## config.mk

```make
export PLATFORM = sky130hd
export DESIGN_NAME = hazard_scoreboard_flat
export DESIGN_NICKNAME = d
export VERILOG_FILES = /design/src/rtl/hazard_scoreboard_if.sv /design/src/rtl/hazard_scoreboard.sv /design/src/flat_wrapper.sv
export SDC_FILE = /design/constraint.sdc
export NUM_CORES = 1
export LEC_CHECK = 0
export CAP_MARGIN = 20
export CORE_MARGIN = 10
export CORE_UTILIZATION = 52
export DETAILED_ROUTE_END_ITERATION = 12
export PLACE_DENSITY = 0.83
export SLEW_MARGIN = 20
export SYNTH_ARGS = -nofsm -noshare
export SYNTH_HDL_FRONTEND = slang
export SYNTH_SLANG_ARGS = --single-unit
```

## constraint.sdc

```tcl
create_clock -name clk -period 4.8 [get_ports clk]
set_clock_uncertainty 0.1 [all_clocks]
set_input_delay 1.44 -clock clk [delete_from_list [all_inputs] [get_ports clk]]
set_output_delay 1.44 -clock clk [all_outputs]
set_load 0.03 [all_outputs]
```

## src/rtl/hazard_scoreboard_if.sv

```systemverilog
// rtl/hazard_scoreboard_if.sv - decode-stage hazard/flush control bundle
// master = pipeline side driving ID state, slave = the scoreboard.
interface hazard_scoreboard_if #(
   parameter int CNT_W = 16
);
   logic             freeze;
   logic             fwd_en;
   logic [3:0]       id_src1;
   logic [3:0]       id_src2;
   logic             id_src1_used;
   logic             id_two_src;
   logic             id_wb_en;
   logic             id_mem_r_en;
   logic [3:0]       id_dest;
   logic             branch_taken;
   logic             hazard;
   logic             flush;
   logic [15:0]      busy_mask;
   logic [CNT_W-1:0] stall_count;

   modport master (
      output freeze, fwd_en, id_src1, id_src2, id_src1_used, id_two_src,
             id_wb_en, id_mem_r_en, id_dest, branch_taken,
      input  hazard, flush, busy_mask, stall_count
   );

   modport slave (
      input  freeze, fwd_en, id_src1, id_src2, id_src1_used, id_two_src,
             id_wb_en, id_mem_r_en, id_dest, branch_taken,
      output hazard, flush, busy_mask, stall_count
   );
endinterface

```

## src/rtl/hazard_scoreboard.sv

```systemverilog
// rtl/hazard_scoreboard.sv - ID-stage RAW scoreboard, branch flush FSM, stall counter
// Entry 0 is the instruction now in EXE; the oldest entry retires off the end.
module hazard_scoreboard #(
   parameter int DEPTH        = 2,
   parameter int FLUSH_CYCLES = 1,
   parameter int CNT_W        = 16
) (
   input  logic                 clk,
   input  logic                 rst,
   hazard_scoreboard_if.slave   bus
);
   typedef struct packed {
      logic       valid;
      logic       wb_en;
      logic       mem_r_en;
      logic [3:0] dest;
   } entry_t;

   typedef enum logic {S_IDLE, S_FLUSH} state_t;

   localparam logic [1:0] RELOAD = 2'(FLUSH_CYCLES - 1);

   entry_t           entry_q [DEPTH];
   entry_t           entry_d [DEPTH];
   state_t           state_q;
   logic [1:0]       remaining_q;
   logic [CNT_W-1:0] count_q;
   logic             raw;
   logic             flush_w;
   logic             hazard_w;
   logic [15:0]      busy_w;

   function automatic logic hit(entry_t e, logic [3:0] r);
      return e.valid && e.wb_en && (e.dest == r);
   endfunction

   // With forwarding, only a load sitting in EXE can still be unresolved.
   always_comb begin
      raw    = 1'b0;
      busy_w = '0;
      for (int k = 0; k < DEPTH; k++) begin
         if (entry_q[k].valid && entry_q[k].wb_en)
            busy_w[entry_q[k].dest] = 1'b1;
         if (!bus.fwd_en || (k == 0 && entry_q[k].mem_r_en)) begin
            if ((bus.id_src1_used && hit(entry_q[k], bus.id_src1)) ||
                (bus.id_two_src   && hit(entry_q[k], bus.id_src2)))
               raw = 1'b1;
         end
      end
   end

   assign flush_w  = bus.branch_taken || (state_q == S_FLUSH);
   assign hazard_w = raw && !flush_w;

   always_comb begin
      if (flush_w || hazard_w)
         entry_d[0] = '0;
      else
         entry_d[0] = '{valid: 1'b1, wb_en: bus.id_wb_en,
                        mem_r_en: bus.id_mem_r_en, dest: bus.id_dest};
      for (int k = 1; k < DEPTH; k++)
         entry_d[k] = entry_q[k-1];
   end

   always_ff @(posedge clk) begin
      if (!rst) begin
         for (int k = 0; k < DEPTH; k++)
            entry_q[k] <= '0;
      end else if (!bus.freeze) begin
         for (int k = 0; k < DEPTH; k++)
            entry_q[k] <= entry_d[k];
      end
   end

   always_ff @(posedge clk) begin
      if (!rst) begin
         state_q     <= S_IDLE;
         remaining_q <= 2'd0;
      end else if (!bus.freeze) begin
         case (state_q)
            S_IDLE: begin
               if (bus.branch_taken && FLUSH_CYCLES > 1) begin
                  state_q     <= S_FLUSH;
                  remaining_q <= RELOAD;
               end
            end
            S_FLUSH: begin
               if (bus.branch_taken) begin
                  remaining_q <= RELOAD;
               end else if (remaining_q == 2'd1) begin
                  state_q     <= S_IDLE;
                  remaining_q <= 2'd0;
               end else begin
                  remaining_q <= remaining_q - 2'd1;
               end
            end
            default: begin
               state_q     <= S_IDLE;
               remaining_q <= 2'd0;
            end
         endcase
      end
   end

   always_ff @(posedge clk) begin
      if (!rst)
         count_q <= '0;
      else if (!bus.freeze && hazard_w && (count_q != '1))
         count_q <= count_q + CNT_W'(1);
   end

   assign bus.hazard      = hazard_w;
   assign bus.flush       = flush_w;
   assign bus.busy_mask   = busy_w;
   assign bus.stall_count = count_q;
endmodule
```

## src/flat_wrapper.sv

```systemverilog
// flat-port wrapper written by rule: the top's interface ports become plain ports
module hazard_scoreboard_flat 
#(
   parameter int DEPTH        = 2,
   parameter int FLUSH_CYCLES = 1,
   parameter int CNT_W        = 16
)
  (clk, rst, bus_freeze, bus_fwd_en, bus_id_src1, bus_id_src2, bus_id_src1_used, bus_id_two_src, bus_id_wb_en, bus_id_mem_r_en, bus_id_dest, bus_branch_taken, bus_hazard, bus_flush, bus_busy_mask, bus_stall_count);
  hazard_scoreboard_if #(.CNT_W(CNT_W)) bus_i ();
  input  logic clk;
  input  logic rst;
  input wire logic [$bits(bus_i.freeze)-1:0] bus_freeze;
  input wire logic [$bits(bus_i.fwd_en)-1:0] bus_fwd_en;
  input wire logic [$bits(bus_i.id_src1)-1:0] bus_id_src1;
  input wire logic [$bits(bus_i.id_src2)-1:0] bus_id_src2;
  input wire logic [$bits(bus_i.id_src1_used)-1:0] bus_id_src1_used;
  input wire logic [$bits(bus_i.id_two_src)-1:0] bus_id_two_src;
  input wire logic [$bits(bus_i.id_wb_en)-1:0] bus_id_wb_en;
  input wire logic [$bits(bus_i.id_mem_r_en)-1:0] bus_id_mem_r_en;
  input wire logic [$bits(bus_i.id_dest)-1:0] bus_id_dest;
  input wire logic [$bits(bus_i.branch_taken)-1:0] bus_branch_taken;
  output wire logic [$bits(bus_i.hazard)-1:0] bus_hazard;
  output wire logic [$bits(bus_i.flush)-1:0] bus_flush;
  output wire logic [$bits(bus_i.busy_mask)-1:0] bus_busy_mask;
  output wire logic [$bits(bus_i.stall_count)-1:0] bus_stall_count;
  assign bus_i.freeze = bus_freeze;
  assign bus_i.fwd_en = bus_fwd_en;
  assign bus_i.id_src1 = bus_id_src1;
  assign bus_i.id_src2 = bus_id_src2;
  assign bus_i.id_src1_used = bus_id_src1_used;
  assign bus_i.id_two_src = bus_id_two_src;
  assign bus_i.id_wb_en = bus_id_wb_en;
  assign bus_i.id_mem_r_en = bus_id_mem_r_en;
  assign bus_i.id_dest = bus_id_dest;
  assign bus_i.branch_taken = bus_branch_taken;
  assign bus_hazard = bus_i.hazard;
  assign bus_flush = bus_i.flush;
  assign bus_busy_mask = bus_i.busy_mask;
  assign bus_stall_count = bus_i.stall_count;
  hazard_scoreboard #(.DEPTH(DEPTH), .FLUSH_CYCLES(FLUSH_CYCLES), .CNT_W(CNT_W)) u_core (.clk(clk), .rst(rst), .bus(bus_i));
endmodule
```

==> results of run 1 <==
==> cell usage after synthesis (all sizes together), types with 3 or more instances <==
| cell type | number |
|---|---|
| nand2b | 10 |
| nor3 | 4 |
| or4 | 8 |
| dfxtp | 19 |
| nand2 | 23 |
| or3 | 3 |
| nand3 | 3 |
| xnor2 | 3 |
| nor3b | 4 |
| inv | 6 |
| mux2i | 6 |
| o31ai | 6 |
| o22ai | 12 |
| clkbuf | 5 |
| xor2 | 13 |
| nand4 | 10 |
| a21oi | 12 |
| nor4 | 7 |
| and2 | 11 |
| nor2 | 10 |
| edfxtp | 13 |
| buf | 6 |
| o21ai | 4 |
==> cells by family (layout without fill, tap and decap cells) <==
logic type      after synthesis  count (layout)
flops                        32              32
fa+ha+maj                     2               2
simple gates                100             100
xor+xnor                     16              16
mux                           6               6
buf+inv                      17              71
compound gates               43              43
==> sequential cells by signal, indices dropped and copies added (netlist names) <==
signal and cells:
u_core.remaining_q 2, u_core.state_q 1, u_core.bus.stall_count 16, u_core.entry_q 13
==> final cells by class <==
class                      count  area [um^2]  share of cell area [%]
clock buffer                   8         90.1                    3.43
inverter                       6         22.5                   0.856
multi-input combinational    167         1130                    42.8
sequential                    32          771                    29.3
tap                           48         60.1                    2.28
timing repair buffer          57          561                    21.3
==> through the flow <==
step | std cells | area [um^2] | worst slack (ns) | utilization, %
floorplan | 216 | 1980 | 0.519 | -
global placement | 310 | 2540 | 0.245 | 69.4
detailed placement | 310 | 2540 | 0.252 | 69.4
CTS | 318 | 2630 | 0.227 | 71.8
global route | 318 | 2630 | 0.145 | 71.8
finish | 318 | 2630 | 0.227 | 71.8
==> worst paths after layout <==
kind,start,endpoint,slack (ns),cells after the start
worst max-delay path,bus_id_src2[3],bus_hazard,0.23,7
worst min register to register,u_core.state_q$_SDFFE_PN0N_,u_core.state_q$_SDFFE_PN0N_,0.37,1
worst max register to register,u_core.bus.stall_count[0]$_SDFFE_PN0P_,u_core.bus.stall_count[11]$_SDFFE_PN0P_,2.28,8
worst min-delay path,u_core.state_q$_SDFFE_PN0N_,u_core.state_q$_SDFFE_PN0N_,0.37,1
==> metal layers <==
layer / up-vias / GRT usage (%) / wire, um
li1: 910 / - / -
met1: 843 / 19.6 / 2270
met2: 76 / 24.7 / 2480
met3: 4 / 4.80 / 477
met4: 0 / 6.29 / 73
met5: - / 0 / 0
==> power by group through the flow <==
stage | sequential, W | clock (W) | combinational [W]
floorplan | 0.000300 | 0 | 0.0000396
global placement | 0.000306 | 0 | 0.0000633
detailed placement | 0.000307 | 0 | 0.0000644
CTS | 0.000301 | 0.000216 | 0.0000648
global route | 0.000302 | 0.000227 | 0.0000705
finish | 0.000301 | 0.000213 | 0.0000647
==> results.md, run 1 <==
- Status: finished clean
- Final setup violation count: 0
- Combinational family with the most area after synthesis: simple AND/OR/NAND/NOR gates
- Simple logic cell fraction of the synthesized area: a little under a third
- Die width: 81.7 um
- Fill cell count: 293
- Clk sinks: 32
- Maximum achievable frequency: 219 MHz
- Clock power frac: 36.8%
- Synth area leaders: edfxtp_1 20%, dfxtp_1 19%, xor2_1 5.8%, nand2_1 4.4%, o22ai_1 3.8%
- Final wirelength: 5290 um
- Total die area: 6670 um^2
- Average size of a mapped cell: just over 9 um^2
- Most frequent cells in the layout: 53 x clkdlybuf4s50_1, 23 x nand2_1, 19 x dfxtp_1, 13 x xor2_1, 13 x edfxtp_1
- Tightest Pin Transition: around 0.54 ns
- Crit. End Element: output pin
- Setup Total Neg Slack: 0 ns
- Largest area contributor in the netlist: edfxtp_1
- Max_slew headroom: a little under two thirds
- Global placement routability congestion: a little over 0.9
- Sequential area share after synthesis: 38.9%
- Ports: 55
- Worst-path clk slew: 0.06 ns
- Synth Area in XOR/XNOR: under 10%
- P per Cell Area: 220 nW/um^2
- Switching Fraction: 24.1%
- Critical Path Source Type: input port
- Gr usage total: 15.7%
- Share of layout cells above drive strength 1: under 10%
- Post-CTS setup buffers: 0
- DPL Wire Length: 3960 um
- Pin count of the biggest net entering global routing: 28
- Mux contribution to synthesized area: 3.03%
- Arrival time worst endpoint: 3.03 ns
- Die height: 81.7 um
- Combinational Power Share: 11.2%
- First-pass GRT wire length: roughly 8300 um
- # hold bufs at CTS: 0
- Clock buffer count from CTS: 5
- CP cell instances: clkdlybuf4s50_1, xor2_1, nor4_1, a32o_1, a311oi_4, nor2_1, buf_4
- Worst hold path class: reg -> reg
- Detailed-route vias per instance: 5.76
- CTS tree: yes
- DRC violations left: 0
- Slowest cell on the critical path: clkdlybuf4s50_1
- Post-synthesis adder-cell area fraction: 1.26%
- Buffers on Ports: 54
- Crit path kind: in -> out
- Slew Limit Fails: 0
- Post-synth ARST share: 0%
- Gr ovfl total: 0
- Unrepaired setup endpoints after global routing: no
- Max stage delay on crit path: 0.51 ns
- Leak Pwr: 0.851 nW
- Switching power: 0.000139 W
- Internal Power: 0.000439 W
- Max VDD drop: 269 uV
- Initial antenna violation count: 0
- Drt first-iter violations: 187
- CTS Buffer Depth: 2
- WHS: 0.369 ns
- Fin crit share: between 90 and 100%
- Net Count, Synth: 239
- CTS H-tree depth: 2
- Final Total Pwr: 0.000578 W
- CP max FO: 2
- Synth Warn #: 0
- Number of detailed-route iterations in the first pass: 4
- Final Net Count: 292
- Worst skew pair latency: roughly 0.28 ns
- Core area: 3660 um^2
- Synth Area in Compound Gates: 15.0%
- Synthesized flop and latch total: 32
- Post-CTS Resized: 0
- Initial Utilization: 54.1%
- Rows: 22
- Vias in the first global route: between 1.5k and 2k
- Mapped Cells: ~220
- Wire per inst: 16.6 um
- Final Critical Period: 4.57 ns
- Delay-heaviest family, CP: buffers and inverters
- ANT cells: 0
- Layout Area Growth over Synthesis: 32.9%
- Main flop type after synthesis: dfxtp_1
- Worst path required time: roughly 3.3 ns
- Post-synth EDFFs: 13
- Top cell type's share of synthesized area: 19.7%
- Synth cell types: 42
- Clk root buf: clkbuf_8
- Most common cell after layout, fill and taps aside: clkdlybuf4s50_1
- Mapped cell area: 1980 um^2
- Max cap viols: 0
- Final Hold Viols: 0
- Antenna viol nets, final: 0
- Buf/Inv on CP: 2
- Reg power frac: 52.0%
- Vias post-DR: 1833
No activity file was read; power rests on OpenSTA's default activity.
==> run 2: changes to the inputs <==
==> constraint.sdc (replaced) <==
create_clock -name clk -period 4.8 [get_ports clk]
set_clock_uncertainty 0.1 [all_clocks]
set_input_delay 0.96 -clock clk [delete_from_list [all_inputs] [get_ports clk]]
set_output_delay 0.96 -clock clk [all_outputs]
set_load 0.03 [all_outputs]
==> results.md, run 2 (synthesized netlist as in run 1, its figures left out) <==
- Total die area: 6670 um^2
- Critical Path Source Type: input port
- Final Total Pwr: 0.000561 W
- Drt first-iter violations: 177
- Slew Limit Fails: 0
- Detailed-route vias per instance: 5.87
- Die height: 81.7 um
- Global placement routability congestion: between 0.8 and 0.9
- Util after Layout: 71.5%
- Buf/Inv on CP: 2
- Fin crit share: 85.0%
- Share of layout cells above drive strength 1: 6.69%
- Worst-path clk slew: around 0.060 ns
- Fill cell count: 320
- Unrepaired setup endpoints after global routing: no
- Slowest cell on the critical path: clkdlybuf4s50_1
- Final Net Count: 291
- Most common cell after layout, fill and taps aside: clkdlybuf4s50_1
- Status: finished clean
- Wire per inst: around 16 um
- Hold path startpoint: u_core.state_q$_SDFFE_PN0N_
- Max VDD drop: roughly 220 uV
- Clk sinks: 32
- CP max FO: 2
- Fin cells: approximately 320
- Tightest Pin Transition: 0.764 ns
- R2R Path End: u_core.bus.stall_count[15]$_SDFFE_PN0P_
- Final Hold Viols: 0
- Largest register FFs: 16
- Max_slew headroom: 49.1%
- CP cell instances: clkdlybuf4s50_1, xor2_1, nor4_2, a311oi_4, nor2_1, clkdlybuf4s50_1
- Maximum achievable frequency: 245 MHz
- Final setup violation count: 0
- Pin count of the biggest net entering global routing: 28
- Inst Count DP: 309
- R2r setup slk: 2.14 ns
- Combinational Power Share: 11.6%
- Worst path required time: ~3.7 ns
- Internal Power: 0.000423 W
- Switching Fraction: ~25%
- DPL Wire Length: 3840 um
- Final wirelength: 5200 um
- Reg power frac: 53.7%
- Layout Area Growth over Synthesis: 32.2%
- Initial antenna violation count: 0
- Clock power frac: 34.7%
- Leak Pwr: 0.841 nW
- Buffers on Ports: 54
- CP most frequent cell: clkdlybuf4s50_1
- Initial Utilization: 54.1%
- CTS Buffer Depth: 2
- Rows: 22
- Crit. End Element: output pin
- Worst skew pair latency: 0.28 ns
- Core area: 3660 um^2
- # hold bufs at CTS: 0
- CTS tree: yes
- Worst hold path class: reg -> reg
- Vias post-DR: 1862
- CTS H-tree depth: 2
- Antenna viol nets, final: 0
- Switching power: 0.000137 W
- Clock buffer count from CTS: 5
- Gr ovfl total: 0
- Hold path endpoint: u_core.state_q$_SDFFE_PN0N_
- Die width: 81.7 um
- Number of detailed-route iterations in the first pass: 4
- Setup Total Neg Slack: 0 ns
- DRC violations left: 0
- ANT cells: 0
- Reg2Reg Depth: 7
- Max cap viols: 0
- Crit path kind: in -> out
- Arrival time worst endpoint: roughly 3 ns
- Gr usage total: 15.6%
- Vias in the first global route: 1713
- Ports: 55
- Clk root buf: clkbuf_8
- FF+latch area: 771 um^2
- P per Cell Area: 214 nW/um^2
- Final Critical Period: 4.08 ns
- Worst slack, placed: 0.745 ns
- Max stage delay on crit path: 0.68 ns
- Hold path depth: 1
- PnR worst setup slack: approximately 0.72 ns
- Multi-input logic area: 1130 um^2
- Worst r2r src: u_core.bus.stall_count[0]$_SDFFE_PN0P_
- Delay-heaviest family, CP: buffers and inverters
- Crit path launch: bus_id_src2[3]
- Post-CTS Resized: 0
- Post-CTS setup buffers: 0
- First-pass GRT wire length: between 8000 and 9000 um
- Most frequent cells in the layout: 54 x clkdlybuf4s50_1, 23 x nand2_1, 19 x dfxtp_1, 13 x xor2_1, 13 x edfxtp_1
run 2: cell types whose count changed in the layout (fill, tap and decap cells not counted), sizes merged:
cell,previous run,this run
clkbuf,8,7
buf,4,2
clkdlybuf4s50,53,54
clkinv,0,1
run 2: how the worst max path moves through the flow:
stage / depth (start not counted) / end / slack, ns
after global routing: 7 / bus_hazard / 0.57
final: 6 / bus_hazard / 0.72
after CTS: 6 / bus_hazard / 0.72
after global placement: 7 / bus_hazard / 0.76
after floorplan: 6 / bus_hazard / 1.48
after detailed placement: 7 / bus_hazard / 0.75
run 2: power by group through the flow:
stage | registers, W | logic, W | clock network [W]
2_1_floorplan | 0.000300 | 0.0000396 | 0
3_3_place_gp | 0.000307 | 0.0000628 | 0
3_5_place_dp | 0.000307 | 0.0000642 | 0
4_1_cts | 0.000301 | 0.0000649 | 0.000200
5_1_grt | 0.000302 | 0.0000712 | 0.000210
6_report | 0.000301 | 0.0000649 | 0.000194
run 2: final cells by class:
type / instances / area share [%]
Tap cell: 48 / 2.30
Clock buffer: 7 / 2.92
Inverter: 6 / 0.861
Sequential cell: 32 / 29.5
Timing Repair Buffer: 56 / 21.2
Clock inverter: 1 / 0.191
Multi-Input combinational cell: 167 / 43.0
run 2: metrics by stage:
step                area [um^2]  hold WS, ns
floorplan                  1980        0.341
global placement           2530        0.347
detailed placement         2530        0.353
CTS                        2620        0.359
global route               2620        0.370
finish                     2620        0.359
run 2: routing by layer:
metal,share of wire (%),track usage (%),vias to the layer above
met5,0,0,-
met4,1.5,6.80,0
met3,9.6,4.04,8
met2,46,24.1,83
met1,43,20.1,861
li1,-,-,910
==> run 3: changes to the inputs <==
--- a/config.mk
+++ b/config.mk
@@ -7,9 +7,9 @@
 export LEC_CHECK = 0
 export CAP_MARGIN = 20
 export CORE_MARGIN = 10
-export CORE_UTILIZATION = 52
+export CORE_UTILIZATION = 48
 export DETAILED_ROUTE_END_ITERATION = 12
-export PLACE_DENSITY = 0.83
+export PLACE_DENSITY = 0.77
 export SLEW_MARGIN = 20
 export SYNTH_ARGS = -nofsm -noshare
 export SYNTH_HDL_FRONTEND = slang
==> constraint.sdc (replaced) <==
create_clock -name clk -period 4.1 [get_ports clk]
set_clock_uncertainty 0.1 [all_clocks]
set_input_delay 0.82 -clock clk [delete_from_list [all_inputs] [get_ports clk]]
set_output_delay 0.82 -clock clk [all_outputs]
set_load 0.03 [all_outputs]
==> results.md, run 3 (synthesized netlist as in run 1, its figures left out) <==
- Buffers on Ports: 54
- Layout Area Growth over Synthesis: 34.2%
- DRC violations left: 0
- Vias in the first global route: 1790
- Crit. End Element: output pin
- Total die area: 7090 um^2
- Max VDD drop: 220 uV
- Initial Utilization: roughly half
- Worst slack, placed: 0.318 ns
- Tightest Pin Transition: 0.501 ns
- Drt first-iter violations: 74
- Final setup violation count: 0
- Clk root buf: clkbuf_8
- Wire per inst: 16.6 um
- Final Net Count: 292
- Die width: 84.2 um
- Unrepaired setup endpoints after global routing: no
- Core area: 4000 um^2
- Pin count of the biggest net entering global routing: 28
- Largest register FFs: 16
- Global placement routability congestion: 0.867
- Die height: 84.2 um
- CTS H-tree depth: 2
- # hold bufs at CTS: 0
- Setup Total Neg Slack: 0 ns
- Status: finished clean
- Arrival time worst endpoint: approximately 2.9 ns
- Gr ovfl total: 0
- Final Total Pwr: 0.000730 W
- P per Cell Area: 275 nW/um^2
- Final wirelength: about 5300 um
- CP max FO: 2
- Initial antenna violation count: 0
- Reg2Reg Depth: 8
- Rows: 23
- Fill cell count: roughly 360
- Slew Limit Fails: 0
- Most frequent cells in the layout: 54 x clkdlybuf4s50_1, 23 x nand2_1, 19 x dfxtp_1, 13 x xor2_1, 13 x edfxtp_1
- Detailed-route vias per instance: between 5 and 6
- Util after Layout: 66.4%
- Worst skew pair latency: 0.29 ns
- Number of detailed-route iterations in the first pass: 4
- Critical Path Source Type: input port
- DPL Wire Length: 4010 um
- Hold path depth: 1
- Vias post-DR: approximately 1.9k
- Worst-path clk slew: approximately 0.06 ns
- Maximum achievable frequency: 264 MHz
- First-pass GRT wire length: between 8000 and 9000 um
- Max cap viols: 0
- Fin crit share: between 90 and 100%
- Max_slew headroom: 66.5%
- WHS: ~0.37 ns
- ANT cells: 0
- Ports: 55
- Final Critical Period: 3.79 ns
- Final Hold Viols: 0
- Crit path kind: in -> out
- CTS Buffer Depth: 2
- Antenna viol nets, final: 0
- Worst hold path class: reg -> reg
- CTS tree: yes
- Clk sinks: 32
- Gr usage total: 14.8%
- Post-CTS Resized: 0
- Post-CTS setup buffers: 0
- PnR worst setup slack: 0.307 ns
- Worst path required time: 3.18 ns
- Share of layout cells above drive strength 1: under 10%
- Most common cell after layout, fill and taps aside: clkdlybuf4s50_1
- Leak Pwr: 0.858 nW
- Clock buffer count from CTS: 5
## run 3: cell count changes in the layout (fill, tap and decap cells not counted), sizes merged
cell      previous run  this run
clkbuf               7         5
clkinvlp             0         1
bufinv               0         1
buf                  2         3
## run 3: cell type report
class | instances | area (um^2) | share of cell area [%]
inverters | 6 | 22.5 | 0.848
flip-flops and latches | 32 | 771 | 29.0
clock buffers | 5 | 68.8 | 2.59
clock inverters | 3 | 42.5 | 1.60
well taps | 50 | 62.6 | 2.36
multi-input cells | 167 | 1130 | 42.4
repair buffers | 57 | 563 | 21.2
## run 3: worst max-delay path, stage by stage
cell and delay [ns]:
clkdlybuf4s50_1 0.46, xor2_1 0.17, nor4_1 0.30, a32o_1 0.27, a311oi_4 0.07, nor2_1 0.11
clkdlybuf4s50_1 0.68
## run 3: worst paths after layout
path / startpoint / to / slack [ns]
worst max-delay path: bus_id_src2[3] / bus_hazard / 0.31
worst min-delay path: u_core.state_q$_SDFFE_PN0N_ / u_core.state_q$_SDFFE_PN0N_ / 0.37
worst max register to register: u_core.bus.stall_count[0]$_SDFFE_PN0P_ / u_core.bus.stall_count[11]$_SDFFE_PN0P_ / 1.53
worst min register to register: u_core.state_q$_SDFFE_PN0N_ / u_core.state_q$_SDFFE_PN0N_ / 0.37
## run 3: per-stage QoR
step                cell area, um^2  instances
finish                         2660        320
global route                   2660        320
CTS                            2660        320
detailed placement             2540        312
global placement               2540        312
floorplan                      1980        216
## run 3: power by group
part | switching (W) | leakage (nW) | internal [W]
combinational | 0.0000391 | 0.506 | 0.0000375
clock | 0.000121 | 0.0541 | 0.000180
sequential | 0.0000134 | 0.297 | 0.000340
## run 3: routing by layer
metal	GRT usage (%)	vias up	part of all wire (%)
met5	0	-	0
met4	5.18	0	1.1
met3	6.96	6	9.8
met2	24.1	74	48
met1	16.5	880	41
li1	-	907	-
